## src/rtl/dec_clk_monitor_if.sv

```systemverilog
// rtl/dec_clk_monitor_if.sv - measurement output handshake bundle for dec_clk_monitor
//
// Signals:
//   meas_period : captured dec_clk period in clk cycles
//   meas_high   : captured dec_clk high time in clk cycles
//   meas_ovf    : captured period saturated (dec_clk stopped)
//   meas_valid  : measurement available
//   meas_ready  : consumer accepts the measurement
// Modports: master = monitor side, slave = consumer side.

interface dec_clk_monitor_if #(
    parameter int CNT_W = 8
);
    logic [CNT_W-1:0] meas_period;
    logic [CNT_W-1:0] meas_high;
    logic             meas_ovf;
    logic             meas_valid;
    logic             meas_ready;

    modport master (
        output meas_period,
        output meas_high,
        output meas_ovf,
        output meas_valid,
        input  meas_ready
    );

    modport slave (
        input  meas_period,
        input  meas_high,
        input  meas_ovf,
        input  meas_valid,
        output meas_ready
    );
endinterface

```

## src/rtl/dec_clk_monitor.sv

```systemverilog
// rtl/dec_clk_monitor.sv - measures dec_clk period/high time and reports lock/error status
//
// Ports:
//   clk, rst        : clock, asynchronous active-high reset
//   dec_clk_in      : divided clock under test (asynchronous to clk)
//   expected_ratio  : ratio programmed into the divider
//   stat_clr        : pulse clearing err_sticky and overrun_sticky
//   meas            : measurement output register with valid/ready handshake
//   locked          : period matched expected_ratio LOCK_COUNT times in a row
//   err_sticky      : period mismatch seen while compare enabled
//   overrun_sticky  : unaccepted measurement was overwritten

module dec_clk_monitor #(
    parameter int CNT_W      = 8,
    parameter int RATIO_W    = 7,
    parameter int LOCK_COUNT = 4
) (
    input  logic                clk,
    input  logic                rst,
    input  logic                dec_clk_in,
    input  logic [RATIO_W-1:0]  expected_ratio,
    input  logic                stat_clr,
    dec_clk_monitor_if.master   meas,
    output logic                locked,
    output logic                err_sticky,
    output logic                overrun_sticky
);
    localparam logic [CNT_W-1:0] CNT_MAX  = '1;
    localparam logic [3:0]       LOCK_TGT = 4'(LOCK_COUNT);

    typedef enum logic {IDLE, MEAS} state_t;

    state_t           state_q, state_d;
    logic             s1, s2, s3;
    logic             rise;
    logic [CNT_W-1:0] period_q, period_d;
    logic [CNT_W-1:0] high_q, high_d;
    logic             cap_now, cap_ovf_now;

    // capture stage between the counters and the output register
    logic             cap_q;
    logic [CNT_W-1:0] cap_period_q, cap_high_q;
    logic             cap_ovf_q;

    logic [RATIO_W-1:0] ratio_q;
    logic               ratio_seen;
    logic               ratio_chg;
    logic               discard;
    logic [3:0]         match_cnt;
    logic               cmp_en;
    logic               is_match;
    logic               err_set;
    logic               ovr_set;

    assign rise = s2 & ~s3;

    always_ff @(posedge clk or posedge rst) begin
        if (rst) begin
            s1 <= 1'b0;
            s2 <= 1'b0;
            s3 <= 1'b0;
        end else begin
            s1 <= dec_clk_in;
            s2 <= s1;
            s3 <= s2;
        end
    end

    always_ff @(posedge clk or posedge rst) begin
        if (rst) begin
            state_q  <= IDLE;
            period_q <= '0;
            high_q   <= '0;
        end else begin
            state_q  <= state_d;
            period_q <= period_d;
            high_q   <= high_d;
        end
    end

    always_comb begin
        state_d     = state_q;
        period_d    = period_q;
        high_d      = high_q;
        cap_now     = 1'b0;
        cap_ovf_now = 1'b0;
        case (state_q)
            IDLE: begin
                period_d = '0;
                high_d   = '0;
                // first rise only arms the measurement (partial period)
                if (rise) begin
                    state_d  = MEAS;
                    period_d = CNT_W'(1);
                    high_d   = CNT_W'(1);
                end
            end
            MEAS: begin
                if (rise) begin
                    cap_now  = 1'b1;
                    period_d = CNT_W'(1);
                    high_d   = CNT_W'(1);
                end else if (period_q == CNT_MAX) begin
                    // dec_clk has stopped: report the saturated period and re-arm
                    cap_now     = 1'b1;
                    cap_ovf_now = 1'b1;
                    state_d     = IDLE;
                    period_d    = '0;
                    high_d      = '0;
                end else begin
                    period_d = period_q + CNT_W'(1);
                    if (s2) begin
                        high_d = high_q + CNT_W'(1);
                    end
                end
            end
            default: state_d = IDLE;
        endcase
    end

    always_ff @(posedge clk or posedge rst) begin
        if (rst) begin
            cap_q        <= 1'b0;
            cap_period_q <= '0;
            cap_high_q   <= '0;
            cap_ovf_q    <= 1'b0;
        end else begin
            cap_q <= cap_now;
            if (cap_now) begin
                cap_period_q <= period_q;
                cap_high_q   <= high_q;
                cap_ovf_q    <= cap_ovf_now;
            end
        end
    end

    always_ff @(posedge clk or posedge rst) begin
        if (rst) begin
            meas.meas_period <= '0;
            meas.meas_high   <= '0;
            meas.meas_ovf    <= 1'b0;
            meas.meas_valid  <= 1'b0;
        end else if (cap_q) begin
            meas.meas_period <= cap_period_q;
            meas.meas_high   <= cap_high_q;
            meas.meas_ovf    <= cap_ovf_q;
            meas.meas_valid  <= 1'b1;
        end else if (meas.meas_valid && meas.meas_ready) begin
            meas.meas_valid <= 1'b0;
        end
    end

    // ratio_seen suppresses a spurious "change" on the first cycle after reset
    assign ratio_chg = ratio_seen && (expected_ratio != ratio_q);
    assign cmp_en    = expected_ratio > RATIO_W'(1);
    assign is_match  = !cap_ovf_q && (cap_period_q == CNT_W'(expected_ratio));
    assign err_set   = cap_q && !ratio_chg && !discard && cmp_en && !is_match;
    assign ovr_set   = cap_q && meas.meas_valid && !meas.meas_ready;

    always_ff @(posedge clk or posedge rst) begin
        if (rst) begin
            ratio_q    <= '0;
            ratio_seen <= 1'b0;
            discard    <= 1'b0;
            match_cnt  <= '0;
            locked     <= 1'b0;
        end else begin
            ratio_q    <= expected_ratio;
            ratio_seen <= 1'b1;
            if (ratio_chg) begin
                match_cnt <= '0;
                locked    <= 1'b0;
                discard   <= 1'b1;
            end else if (cap_q) begin
                discard <= 1'b0;
                if (!cmp_en || !is_match) begin
                    match_cnt <= '0;
                    locked    <= 1'b0;
                end else if (!discard) begin
                    if (match_cnt != LOCK_TGT) begin
                        match_cnt <= match_cnt + 4'd1;
                    end
                    locked <= (match_cnt >= LOCK_TGT - 4'd1);
                end
            end else if (!cmp_en) begin
                match_cnt <= '0;
                locked    <= 1'b0;
            end
        end
    end

    // set has priority over a coincident stat_clr
    always_ff @(posedge clk or posedge rst) begin
        if (rst) begin
            err_sticky     <= 1'b0;
            overrun_sticky <= 1'b0;
        end else begin
            if (err_set) begin
                err_sticky <= 1'b1;
            end else if (stat_clr) begin
                err_sticky <= 1'b0;
            end
            if (ovr_set) begin
                overrun_sticky <= 1'b1;
            end else if (stat_clr) begin
                overrun_sticky <= 1'b0;
            end
        end
    end
endmodule

```

## src/flat_wrapper.sv

```systemverilog
// flat-port wrapper written by rule: the top's interface ports become plain ports
module dec_clk_monitor_flat 
#(
    parameter int CNT_W      = 8,
    parameter int RATIO_W    = 7,
    parameter int LOCK_COUNT = 4
)
  (clk, rst, dec_clk_in, expected_ratio, stat_clr, locked, err_sticky, overrun_sticky, meas_meas_period, meas_meas_high, meas_meas_ovf, meas_meas_valid, meas_meas_ready);
  dec_clk_monitor_if #(.CNT_W(CNT_W)) meas_i ();
  input  logic clk;
  input  logic rst;
  input  logic dec_clk_in;
  input  logic [RATIO_W-1:0] expected_ratio;
  input  logic stat_clr;
  output logic locked;
  output logic err_sticky;
  output logic overrun_sticky;
  output wire logic [$bits(meas_i.meas_period)-1:0] meas_meas_period;
  output wire logic [$bits(meas_i.meas_high)-1:0] meas_meas_high;
  output wire logic [$bits(meas_i.meas_ovf)-1:0] meas_meas_ovf;
  output wire logic [$bits(meas_i.meas_valid)-1:0] meas_meas_valid;
  input wire logic [$bits(meas_i.meas_ready)-1:0] meas_meas_ready;
  assign meas_meas_period = meas_i.meas_period;
  assign meas_meas_high = meas_i.meas_high;
  assign meas_meas_ovf = meas_i.meas_ovf;
  assign meas_meas_valid = meas_i.meas_valid;
  assign meas_i.meas_ready = meas_meas_ready;
  dec_clk_monitor #(.CNT_W(CNT_W), .RATIO_W(RATIO_W), .LOCK_COUNT(LOCK_COUNT)) u_core (.clk(clk), .rst(rst), .dec_clk_in(dec_clk_in), .expected_ratio(expected_ratio), .stat_clr(stat_clr), .meas(meas_i), .locked(locked), .err_sticky(err_sticky), .overrun_sticky(overrun_sticky));
endmodule
```

## config.mk

```make
export PLATFORM = sky130hd
export DESIGN_NAME = dec_clk_monitor_flat
export DESIGN_NICKNAME = d
export VERILOG_FILES = /design/src/rtl/dec_clk_monitor_if.sv /design/src/rtl/dec_clk_monitor.sv /design/src/flat_wrapper.sv
export SDC_FILE = /design/constraint.sdc
export NUM_CORES = 1
export LEC_CHECK = 0
export ABC_AREA = 0
export BUFFER_PORTS_ARGS = -buffer_cell sky130_fd_sc_hd__buf_2
export CAP_MARGIN = 5
export CELL_PAD_IN_SITES_DETAIL_PLACEMENT = 0
export CELL_PAD_IN_SITES_GLOBAL_PLACEMENT = 1
export CORE_MARGIN = 2
export CORE_UTILIZATION = 47
export DETAILED_ROUTE_END_ITERATION = 12
export PLACE_DENSITY_LB_ADDON = 0.3
export SETUP_SLACK_MARGIN = 0.3
export SYNTH_ARGS = -nofsm -noshare
export SYNTH_HDL_FRONTEND = slang
export SYNTH_SLANG_ARGS = --single-unit
```

## constraint.sdc

```tcl
create_clock -name clk -period 3.01 [get_ports clk]
set_clock_uncertainty 0.15 [all_clocks]
set_input_delay 0.4515 -clock clk [delete_from_list [all_inputs] [get_ports clk]]
set_output_delay 0.4515 -clock clk [all_outputs]
set_load 0.01 [all_outputs]
```

# Yosys cells after proc, flatten, opt, wreduce, memory -nomap -nowiden
# Index checks and enable logic that the tools add are counted.
# Widths: inputs -> output; s select.
classes:
  add_sub_neg: 3
  n_mul: 0
  n_div: 0
  order_cmp: 2
  eq_ne: 8
  shift: 0
  n_mux: 35
  bitwise: 3
  reduce_logical: 22
op_table:
  columns: ["operator", "n"]
  rows:
  - ["$mux 8", 5]
  - ["$pmux 8 s2", 2]
  - ["$mux 4", 6]
  - ["$mux 1", 21]
  - ["$add 8x1->8 const B", 2]
  - ["$ne 4x4->1 const B", 3]
  - ["$logic_and 1x1->1", 9]
  - ["$eq 8x7->1", 1]
  - ["$eq 8x8->1 const B", 1]
  - ["$reduce_bool 2->1", 4]
  - ["$gt 7x1->1 const B", 1]
  - ["$ne 7x7->1", 1]
  - ["$logic_not 1->1", 6]
  - ["$add 4x1->4 const B", 1]
  - ["$ge 4x2->1 const B", 1]
  - ["$ne 4x3->1 const B", 1]
  - ["$ne 3x1->1 const B", 1]
  - ["$reduce_and 3->1", 1]
  - ["$not 1->1", 2]
  - ["$pmux 1 s2", 1]
  - ["$reduce_and 2->1", 1]
  - ["$and 1x1->1", 1]
  - ["$logic_or 1x1->1", 1]
totals:
  reg_bits: 72
  latchBits: 0
  ram_bits: 0
  mem_bits_ro: 0
  out_inout_bits: 21
  wordCells: 94
  mem_count: 0

# Depth between registers and ports, before layout
# Gate-level depths: netlist (run 1).
logic_depth:
  ltp_word: 8
  ltp_mapped: 7
  mapped_depth_nobuf: 7

# Worst setup path after synthesis (run 1)
# OpenSTA, ideal clock, no wires.
synth_timing:
  path_kind: "reg2reg"
  start: "register u_core.period_q[0]"
  end: "register u_core.cap_high_q[4]"
  arrival_time_ps: 1676
  required_time_ps: 2735
  setup_slack_ps: 1059
  path_stages_with_launch: 7
  synth_period_minus_slack_ps: 1951
  path_cell_list: "dfrtp_1 -> ha_1 -> nand3_1 -> nor3_2 -> o21ai_2 -> buf_2 -> mux2_2"
synth_between:
  elab_chain_len: 4
synth_rtl:
  columns: ["element", "line_no", "rtl"]
  rows:
  - ["start: declaration", "dec_clk_monitor.sv:36", "logic [CNT_W-1:0] period_q, period_d;"]
  - ["start signal: assignment", "dec_clk_monitor.sv:76", "period_q <= period_d;"]
  - ["$eq 8x8->1", "dec_clk_monitor.sv:103", "end else if (period_q == CNT_MAX) begin"]
  - ["$mux 1", "dec_clk_monitor.sv:103", null]
  - ["$mux 1", "dec_clk_monitor.sv:99", "if (rise) begin"]
  - ["$mux 1", "dec_clk_monitor.sv:87", "case (state_q)"]
  - ["end signal: assignment", "dec_clk_monitor.sv:131", "cap_high_q <= high_q;"]
  - ["end: declaration", "dec_clk_monitor.sv:42", "logic [CNT_W-1:0] cap_period_q, cap_high_q;"]
# No other way between the ends.
# A chain may end at the register's enable or synchronous reset.

# Worst setup path in the final report (run 1)
layout_timing:
  start: "register u_core.period_q[0]"
  end: "register u_core.period_q[2]"
layout_between:
  elab_chain_len: 4
layout_rtl:
  columns: ["element", "line_no"]
  rows:
  - ["$add 8x1->8 or $eq 8x8->1 (tied branches)", "dec_clk_monitor.sv:111, dec_clk_monitor.sv:103"]
  - ["$mux 8 (*)", "dec_clk_monitor.sv:103"]
  - ["$mux 8 (*)", "dec_clk_monitor.sv:99"]
  - ["$pmux 8 s2 (*)", "dec_clk_monitor.sv:87"]
  - ["net u_core.period_d[2]", "dec_clk_monitor.sv:36"]
# Mark *: on every way through the listed nets, which the timed path passes. The rest lies on a longest branch.

==> results.md, run 1 <==
* DR vias at 1,989
* Largest net degree at the start of global routing at 73
* Cell mode on critical path: nand2b_1
* Reg2Reg Setup Slack at 0.85 ns
* DRT iter0 DRCs at 75
* Area of the multi-input gates at 1191 um2
* Cell variety after synth at 40
* Synth top area share at 58.78%
* Final GP Congestion at 0.7912
* FP Rows at 29
* I/O pins at 33
* Synthesis-stage register bit count at 72
* Tcrit/Tclk final at 71.67%
* CTS Hold Bufs at 0
* Root buf cell: clkbuf_8
* Critical path type: reg -> reg
* Fin crit period at 2.157 ns
* Worst-Margin Slew at 0.5712 ns
* Final Core Density at 55.57%
* Worst-path cell chain: ha_1 > nand3_1 > nor3_2 > nand2b_1 > nand2b_1 > nor2_1
* Worst-path maximum fanout at 11
* Die H at 84.76 um
* Pleak at 1.676 nW
* Drt pass-1 iters at 4
* Initial antenna violation count at 0
* Layout filler cell count at 551
* Post-CTS resize count at 0
* Initial core utilization at 48.55%
* Max Slew Vio Count at 0
* Die area at 7184 um2
* Sequential share of the synthesized area at 58.78%
* VDD IR max at 0.3087 mV
* Synth Area per Inst at 12.31 um2
* Setup TNS at 0 ns
* Fin. Hold Viols at 0
* Outcome: finished, final reports clean
* RSZ-0062 raised after global routing: no
* Detailed Route WL at 5.455 mm
* Antenna-violating nets left at 0
* Layout cell share with drive strength beyond 1 at 30.61%
* H-Tree Depth at 3
* Slew HR at 61.69%
* Worst Hold Class: in -> async
* Global Route Usage Sum at 16.95%
* Critical Path Sink Type: register
* Cell Pwr Density at 647.5 nW/um2
* Ant diodes at 0
* RR Startpoint: u_core.period_q[0]
* Fmax at 463.6 MHz
* Mapped cell area at 3065 um2
* Post-Syn Instances at 249
* Final nets at 306
* Core area at 6314 um2
* Ys flop type: dfrtp_1
* I/O Buffers at 32
* Drt drc at 0
* Synthesis-to-layout area growth at 14.45%
* Synth area leader: dfrtp_1
* Max-cap violations at 0
* Critical path startpoint category: register
* Detailed placer's ending HPWL at 3.714 mm
* Num Clock Sinks at 72
* Vias in the first global route at 2,054
* Clock Pin Slew Worst Setup and Hold Paths at 0.07 ns
* Ranking of synthesized cells by area: dfrtp_1 59%, mux2_2 12%, xnor2_1 3.7%, nor2_1 2.3%, xor2_1 2.3%
* Maximum root-to-sink buffer count at 2
* Required @ worst endpoint at 3.08 ns
* First-pass GRT wire length at 9.494 mm
* Slowest-stage cell, CP: dfrtp_1
* Most frequent cell after synthesis: dfrtp_1
* Post-CTS Setup Repair Bufs at 0
* Worst reg2reg path depth at 6
* Power Total at 2.272 mW
* Post-synth ARST share at 100.0%
* Die X at 84.76 um
* FF-to-FF End: u_core.period_q[2]
* Synth top cells by count: 72 x dfrtp_1, 33 x mux2_2, 19 x nor2_1, 18 x nand2_1, 13 x xnor2_1
* Vias per inst at 5.361
* Per-cell routed wire length at 14.70 um
* Reg area at 1802 um2
* Latest clock arrival within the worst-skew pair at 0.34 ns
* Yosys warns at 0
* Total gr overflow at 0
* Post-synth EDFFs at 0
* CTS tree: done
* CP Data Arrival Time at 2.22 ns
* Syn Nets at 265
* Cts bufs inserted at 9
* Final Setup Violations at 0
* CP max stage delay at 0.40 ns
## critical path, delay by kind of cell, from the launching register on
family	cells	cell delay, ns
and+or+nand+nor	5	1.27
DFF	1	0.40
adders and majority gates	1	0.21
## state kept, by name, indices dropped and copies added (netlist names), 4 cells and up
name / count
u_core.meas.meas_high: 8
u_core.meas.meas_period: 8
u_core.period_q: 8
u_core.match_cnt: 4
u_core.high_q: 8
u_core.cap_period_q: 8
u_core.cap_high_q: 8
u_core.ratio_q: 7
## layer usage
metal	vias to the layer above	share of wire [%]	global-route usage (%)
met1	1010	48	22.59
li1	945	-	-
met5	-	0	0
met2	25	47	25.77
met3	9	2.8	5.015
met4	0	1.7	7.648
## cell usage in the layout (no fill, tap or decap), types with 5 or more instances in the layout
| master | instances |
|---|---|
| a21oi_1 | 11 |
| buf_2 | 32 |
| clkbuf_8 | 10 |
| dfrtp_1 | 72 |
| inv_1 | 9 |
| mux2_2 | 33 |
| nand2_1 | 18 |
| nand2b_1 | 5 |
| nand3_1 | 9 |
| nor2_1 | 19 |
| o21ai_0 | 8 |
| xnor2_1 | 13 |
| xor2_1 | 8 |
## worst max-delay path by stage
| stage | startpoint | to | slack (ns) |
|---|---|---|---|
| 5_1_grt | u_core.period_q[0] | u_core.period_q[7] | 0.69 |
| 4_1_cts | u_core.period_q[0] | u_core.period_q[2] | 0.85 |
| 3_5_place_dp | expected_ratio[3] | u_core.match_cnt[2] | 0.81 |
| 6_report | u_core.period_q[0] | u_core.period_q[2] | 0.85 |
| 3_3_place_gp | expected_ratio[3] | u_core.match_cnt[2] | 0.86 |
| 2_1_floorplan | rst | u_core.cap_high_q[0] | 0.58 |
## through the flow
stage	setup WS (ns)	instance area, um2	hold slack [ns]	cells
after global routing	0.6899	3508	0.05012	371
after CTS	0.8533	3508	0.04193	371
after global placement	0.8576	3322	0.1838	356
after detailed placement	0.8106	3322	0.1879	356
final	0.8528	3508	0.03340	371
after floorplan	0.5836	3065	0.1812	249
## logic make-up (layout without fill, tap and decap cells)
family / Yosys count / in the layout / share of synthesized area (%)
AOI/OAI and AO/OA: 32 / 32 / 6.980
xor gates and xnor gates: 21 / 21 / 6.000
adders and majority gates: 4 / 4 / 1.633
buffers and inverters: 15 / 60 / 2.367
DFF: 72 / 72 / 58.78
muxes: 33 / 33 / 12.12
other: 1 / 1 / 0.1223
and+or+nand+nor: 71 / 71 / 12.00
## final cells by class
type,count,share of cell area [%]
Tap cell,77,2.746
Clock inverter,4,1.284
Multi-Input combinational cell,162,33.95
Timing Repair Buffer,35,5.563
Inverter,10,1.070
Clock buffer,11,4.030
Sequential cell,72,51.36
## where the power goes
| group | switching [mW] | total, mW | internal, mW | leakage (nW) |
|---|---|---|---|---|
| sequential | 0.111 | 1.21 | 1.09 | 0.933 |
| clock | 0.329 | 0.726 | 0.397 | 0.0989 |
| combinational | 0.163 | 0.340 | 0.178 | 0.644 |
Note: power is estimated with default switching activity, not from simulation.
==> inputs of run 2 (changes only) <==
--- a/config.mk
+++ b/config.mk
@@ -5,13 +5,13 @@
 export SDC_FILE = /design/constraint.sdc
 export NUM_CORES = 1
 export LEC_CHECK = 0
-export ABC_AREA = 0
+export ABC_AREA = 1
 export BUFFER_PORTS_ARGS = -buffer_cell sky130_fd_sc_hd__buf_2
 export CAP_MARGIN = 5
 export CELL_PAD_IN_SITES_DETAIL_PLACEMENT = 0
 export CELL_PAD_IN_SITES_GLOBAL_PLACEMENT = 1
 export CORE_MARGIN = 2
-export CORE_UTILIZATION = 47
+export CORE_UTILIZATION = 44
 export DETAILED_ROUTE_END_ITERATION = 12
 export PLACE_DENSITY_LB_ADDON = 0.3
 export SETUP_SLACK_MARGIN = 0.3
==> constraint.sdc (replaced) <==
create_clock -name clk -period 2.2 [get_ports clk]
set_clock_uncertainty 0.15 [all_clocks]
set_input_delay 0.33 -clock clk [delete_from_list [all_inputs] [get_ports clk]]
set_output_delay 0.33 -clock clk [all_outputs]
set_load 0.01 [all_outputs]
==> run 2 against run 1 <==
  * Clock-buffer cell count up 3
  * Register-to-register slack worse by 0.45 ns
  * Synthesized area up 6.7%
  * Final area up 14%
  * Critical path depth up 3
  * Hold slack worse by 0.0088 ns
  * Sequential share of layout area down 6.3 points
  * Clock power up 56%
  * Fmax up 20%
  * Via count up 24%
  * Routed wire length up 16%
  * Highest routed layer unchanged
==> results.md, run 2 <==
* Outcome: finished, final reports clean
* Reg area at 1802 um2 (unchanged)
* Synth top cells by count: 123 x nand2_1, 72 x dfrtp_1, 40 x inv_1, 27 x nor2_1, 18 x o21ai_1
* Largest net degree at the start of global routing at 51 (-30%)
* Critical path startpoint category: register
* VDD IR max at 0.4100 mV (+33%)
* Per-cell routed wire length at 11.87 um (-19%)
* Post-Syn Instances at 378 (+52%)
* Drt drc at 0 (unchanged)
* Commonest non-fill, non-tap cell in the layout: nand2_1
* Total gr overflow at 0 (unchanged)
* Max-cap violations at 0 (unchanged)
* Required @ worst endpoint at 2.28 ns (-0.80 ns)
* Area of the multi-input gates at 1305 um2 (+9.6%)
* Worst reg2reg path depth at 9 (+3)
* Fmax at 556.0 MHz (+20%)
* RSZ-0062 raised after global routing: yes
* CTS tree: done
* Ys flop type: dfrtp_1
* Post-synth ARST share at 100.0% (unchanged)
* DRT iter0 DRCs at 118 (+57%)
* Cell Pwr Density at 832.6 nW/um2 (+29%)
* Detailed Route WL at 6.327 mm (+16%)
* Sequential share of the synthesized area at 55.07% (-3.7 points)
* Vias per inst at 4.619 (-14%)
* First-pass GRT wire length at 10.70 mm (+13%)
* Pleak at 2.111 nW (+26%)
* Final Setup Violations at 0 (unchanged)
* Layout filler cell count at 684 (+24%)
* Synth Area per Inst at 8.656 um2 (-30%)
* Ranking of synthesized cells by area: dfrtp_1 55%, nand2_1 14%, inv_1 4.6%, nor2_1 3.1%, o21ai_1 2.8%
* FP Rows at 31 (+6.9%)
* Max Slew Vio Count at 0 (unchanged)
* I/O Buffers at 32 (unchanged)
* DR vias at 2,462 (+24%)
* Detailed placer's ending HPWL at 4.417 mm (+19%)
* Die X at 90.23 um (+6.5%)
* Placed inst area at 3567 um2 (+7.4%)
* Worst-path maximum fanout at 14 (+3)
* Cells after DPL at 505 (+42%)
* Drt pass-1 iters at 4 (unchanged)
* Synth area leader: dfrtp_1
* Final nets at 445 (+45%)
* Layout cell share with drive strength beyond 1 at 21.89% (-8.7 points)
* Post-route cell area at 4000 um2 (+14%)
* Critical path type: reg -> reg
* Fin. Hold Viols at 0 (unchanged)
* Num Clock Sinks at 72 (unchanged)
* Syn Nets at 394 (+49%)
* H-Tree Depth at 3 (unchanged)
* Critical Path Sink Type: register
* Synth top area share at 55.07% (-3.7 points)
* Vias in the first global route at 2,274 (+11%)
* Synthesis-stage register bit count at 72 (unchanged)
* Worst-Margin Slew at 0.5293 ns (-0.04191 ns)
* CP Data Arrival Time at 1.88 ns (-0.34 ns)
* Fin crit period at 1.798 ns (-0.3588 ns)
* Clock Pin Slew Worst Setup and Hold Paths at 0.07 ns (about the same)
* I/O pins at 33 (unchanged)
* Synthesis-to-layout area growth at 22.26%
* Setup TNS at 0 ns (unchanged)
* Worst Hold Class: in -> reg
* Root buf cell: clkbuf_8
* Initial antenna violation count at 0 (unchanged)
* Yosys warns at 0 (unchanged)
* Initial core utilization at 45.35% (-3.2 points)
* Final GP Congestion at 0.7500 (-5.2%)
* Mapped cell area at 3272 um2 (+6.7%)
* Maximum root-to-sink buffer count at 2 (unchanged)
* Ant diodes at 0 (unchanged)
* Core area at 7214 um2 (+14%)
* Cell variety after synth at 34 (-15%)
* Most frequent cell after synthesis: nand2_1
* Die H at 90.23 um (+6.5%)
* Global Route Usage Sum at 16.47% (-0.47 points)
* Most frequent cells in the layout: 122 x nand2_1, 72 x dfrtp_1, 39 x inv_1, 28 x buf_2, 25 x nor2_1
* Cts bufs inserted at 9 (unchanged)
* Die area at 8141 um2 (+13%)
* Hold path depth at 1
* Finished Layout Cells at 533 (+44%)
* Latest clock arrival within the worst-skew pair at 0.35 ns (about the same)
* Post-synth EDFFs at 0 (unchanged)
* Slew HR at 64.64% (+2.9 points)
* Tcrit/Tclk final at 81.75% (+10 points)
* Pre-CTS setup slack at 0.2111 ns (-0.5995 ns)
* Antenna-violating nets left at 0 (unchanged)
* Final worst slack at 0.4016 ns (-0.4512 ns)
[run 2: cell count changes after synthesis, sizes merged, moves of 6 or more]
cell / delta
nand2: +111
inv: +39
nand3: +6
nor2: +12
xnor2: -8
o21ai: +23
a21oi: -6
mux2: -33
[run 2: cell families (layout without fill, tap and decap cells)]
family	count (synthesis)	count (layout)	synth area share [%]
AOI/OAI and AO/OA	41	41	6.922
xor gates and xnor gates	12	12	3.212
adders and majority gates	4	4	1.530
buffers and inverters	58	114	7.342
DFF	72	72	55.07
other	1	1	0.1146
and+or+nand+nor	190	190	25.81
[run 2: path summary, 6_finish.rpt]
kind | start | endpoint | slack, ns
worst max register to register | u_core.period_q[0] | u_core.cap_period_q[4] | 0.40
min in group asynchronous | rst | u_core.meas.meas_period[5] | 0.42
worst min register to register | u_core.s1 | u_core.s2 | 0.21
worst max-delay path | u_core.period_q[0] | u_core.cap_period_q[4] | 0.40
max in group asynchronous | rst | u_core.err_sticky | 0.87
worst min-delay path | expected_ratio[4] | u_core.ratio_q[4] | 0.02
[run 2: metal layers]
layer  share of wire, %  GRT usage [%]  vias to the layer above
li1                   -              -                     1288
met1                 50          22.39                     1132
met2                 45          25.38                       29
met3                2.8          3.185                       13
met4                2.1          8.077                        0
met5                  0              0                        -
[run 2: stage by stage]
step,utilization [%],hold slack [ns],total power [mW]
2_1_floorplan,-,0.1812,2.006
3_3_place_gp,49.45,0.1943,2.175
3_5_place_dp,49.45,0.1991,2.196
4_1_cts,53.36,0.007736,3.345
5_1_grt,55.45,0.01018,3.525
6_report,55.45,0.02464,3.331
[run 2: repair_timing]
item / in CTS / in global routing
endpoints found under the setup margin: 6 / 28
gates resized for setup: 1 / 24
pin swaps: 0 / 13
hold buffers: 6 / 0
endpoints found under the hold margin: 27 / 0
buffers inserted: 0 / 6
[run 2: worst max-delay path: stages, from the launching register on]
cell and delay, ns:
dfrtp_1 0.38, ha_2 0.21, nand3_2 0.11, nor2_4 0.17, nand4_4 0.15, inv_2 0.10
o21ai_2 0.08, buf_4 0.20, nand2_1 0.06, o21ai_1 0.05
[run 2: cell type report]
class                           instances  area share (%)
Clock buffer                           14           4.567
Sequential cell                        72           45.04
Tap cell                               99           3.097
Multi-Input combinational cell        248           32.62
Inverter                               50           5.130
Timing Repair Buffer                   48           8.664
Clock inverter                          2          0.8758
[run 2: report_power, final]
group          internal, mW  switching, mW
Clock                 0.647          0.483
Combinational         0.233          0.332
Sequential             1.50          0.133
Total                  2.38          0.949
==> inputs of run 3 (changes only) <==
--- a/config.mk
+++ b/config.mk
@@ -11,7 +11,7 @@
 export CELL_PAD_IN_SITES_DETAIL_PLACEMENT = 0
 export CELL_PAD_IN_SITES_GLOBAL_PLACEMENT = 1
 export CORE_MARGIN = 2
-export CORE_UTILIZATION = 44
+export CORE_UTILIZATION = 40
 export DETAILED_ROUTE_END_ITERATION = 12
 export PLACE_DENSITY_LB_ADDON = 0.3
 export SETUP_SLACK_MARGIN = 0.3
==> constraint.sdc (replaced) <==
create_clock -name clk -period 1.45 [get_ports clk]
set_clock_uncertainty 0.15 [all_clocks]
set_input_delay 0.2175 -clock clk [delete_from_list [all_inputs] [get_ports clk]]
set_output_delay 0.2175 -clock clk [all_outputs]
set_load 0.01 [all_outputs]
==> run 3 against run 2 <==
  * Sequential power rose by 55%
  * The run now ends with setup timing left
  * Largest power group unchanged
  * Power rose by 79%
  * Combinational power rose to 2.8 times the previous value
==> results.md, run 3 (synthesis results as in run 2) <==
* Antenna-violating nets left at 0 (unchanged)
* I/O pins at 33 (unchanged)
* DRT iter0 DRCs at 73 (-38%)
* Final worst slack at -0.2748 ns (-0.6763 ns)
* Synthesis-to-layout area growth at 57.17%
* Final Setup Violations at 38 (+38)
* Area of the multi-input gates at 1702 um2 (+30%)
* Fin crit period at 1.725 ns (-0.07369 ns)
* Critical path type: reg -> reg
* Max-cap violations at 0 (unchanged)
* Critical path startpoint category: register
* Setup TNS at -6.362 ns (-6.362 ns)
* Sw power at 1.778 mW (+87%)
* Part of the power in registers at 42.3% (-6.8 points)
* Largest net degree at the start of global routing at 33 (-35%)
* Worst Hold Class: reg -> reg
* DR vias at 2,890 (+17%)
* Violated checks: setup timing
* Die area at 8919 um2 (+9.5%)
* CTS tree: done
* Critical Path Sink Type: register
* Fmax at 579.8 MHz (+4.3%)
* Clock share of power at 30.6% (-3.3 points)
* Initial antenna violation count at 0 (unchanged)
* Tcrit/Tclk final at 118.9% (+37 points)
* Drt drc at 0 (unchanged)
* I/O Buffers at 32 (unchanged)
* Sw Ratio at 29.85% (+1.4 points)
* Per-cell routed wire length at 12.78 um (+7.6%)
* Worst reg2reg path depth at 11 (+2)
* Layout cell share with drive strength beyond 1 at 49.51% (+28 points)
* Cts bufs inserted at 9 (unchanged)
* Final nets at 524 (+18%)
* H-Tree Depth at 3 (unchanged)
* Initial core utilization at 41.91% (-3.4 points)
* Commonest non-fill, non-tap cell in the layout: nand2_1
* Global Route Usage Sum at 18.76% (+2.3 points)
* Reg area at 1803 um2 (about the same)
* RSZ-0062 raised after global routing: yes
* Total gr overflow at 0 (unchanged)
* Vias per inst at 4.699 (+1.7%)
* Worst-path maximum fanout at 5 (-9)
* Num Clock Sinks at 72 (unchanged)
* Crit path capture: u_core.match_cnt[3]
* FP Rows at 32 (+3.2%)
* RR Startpoint: u_core.cap_period_q[1]
* Ant diodes at 0 (unchanged)
* Drt pass-1 iters at 4 (unchanged)
* Pre-CTS setup slack at -0.4920 ns (-0.7032 ns)
* Cell Pwr Density at 1158 nW/um2 (+39%)
* Pleak at 2.650 nW (+26%)
* Latest clock arrival within the worst-skew pair at 0.35 ns (about the same)
* Total internal power at 4.179 mW (+75%)
* CP Data Arrival Time at 1.86 ns (-0.02 ns)
* Detailed placer's ending HPWL at 4.964 mm (+12%)
* Fin. Hold Viols at 0 (unchanged)
* Detailed Route WL at 7.858 mm (+24%)
* Outcome: finished, violations left
* First-pass GRT wire length at 12.99 mm (+21%)
* Max Slew Vio Count at 0 (unchanged)
* Die H at 94.44 um (+4.7%)
* VDD IR max at 0.6594 mV (+61%)
* Worst Setup SP: u_core.cap_period_q[1]
* Required @ worst endpoint at 1.59 ns (-0.69 ns)
* Layout filler cell count at 628 (-8.2%)
* Vias in the first global route at 2,846 (+25%)
* FF-to-FF End: u_core.match_cnt[3]
* Core area at 7807 um2 (+8.2%)
* Die X at 94.44 um (+4.7%)
* Logic pwr share at 27.1% (+10 points)
* Final Core Density at 65.87% (+10 points)
* Maximum root-to-sink buffer count at 2 (unchanged)
* Root buf cell: clkbuf_8
* Reg2Reg Setup Slack at -0.27 ns (-0.68 ns)
* Clock Pin Slew Worst Setup and Hold Paths at 0.08 ns (about the same)
* Most frequent cells in the layout: 73 x nand2_1, 71 x dfrtp_1, 59 x buf_4, 35 x inv_1, 34 x nand2_2
* Final GP Congestion at 0.8434 (+12%)
run 3: power by group through the flow:
stage / Clock [mW] / Combinational, mW / Sequential, mW
6_report: 1.83 / 1.61 / 2.52
5_1_grt: 1.95 / 1.79 / 2.56
4_1_cts: 1.87 / 1.23 / 2.46
3_5_place_dp: 0 / 1.04 / 2.50
3_3_place_gp: 0 / 1.01 / 2.49
2_1_floorplan: 0 / 0.559 / 2.51
run 3: worst min-delay path by stage:
stage	start	to	cells after the start
floorplan	expected_ratio[0]	u_core.ratio_q[0]	0
finish	u_core.s1	u_core.s2	0
global route	u_core.s1	u_core.s2	0
detailed placement	rst	u_core.cap_period_q[1]	2
CTS	u_core.s1	u_core.s2	0
global placement	rst	u_core.cap_period_q[1]	2
run 3: area by class of cell:
class	count	share of cell area, %
inverters	50	4.063
clock inverters	5	1.533
clock buffers	11	2.944
multi-input cells	249	33.09
flip-flops and latches	72	35.06
well taps	102	2.482
repair buffers	126	20.83
run 3: layer usage:
metal / vias up / global-route usage [%] / share of wire (%) / routed length, um
met1: 1414 / 23.93 / 45 / 3531
met5: - / 0 / 0 / 0
li1: 1447 / - / - / -
met2: 23 / 31.49 / 52 / 4073
met4: 0 / 6.401 / 0.81 / 64
met3: 6 / 4.389 / 2.4 / 188
run 3: critical path, stage by stage, from the launching register on:
cell and delay (ns):
dfrtp_1 0.41, inv_2 0.06, nand2_2 0.05, nand2_1 0.04, nor2_1 0.13, nand2_1 0.10
nor2_4 0.20, buf_4 0.15, nand4_1 0.08, nor2_1 0.15, nand3_2 0.08, nand2_1 0.07
run 3: what timing repair did:
action,4_1_cts,5_1_grt
pin swaps,16,33
gates resized for setup,25,128
hold endpoints to repair,40,0
gates cloned,1,2
hold buffers,11,0
setup buffers,19,15
endpoints found under the setup margin,70,75
run 3: stage by stage:
step	cell area (um2)	hold WS (ns)	cells	total power, mW
2_1_floorplan	3361	0.09893	378	3.067
3_3_place_gp	3951	0.07111	551	3.504
3_5_place_dp	3951	0.07438	551	3.536
4_1_cts	4544	0.2075	598	5.566
5_1_grt	5142	0.2106	615	6.296
6_report	5142	0.2035	615	5.957
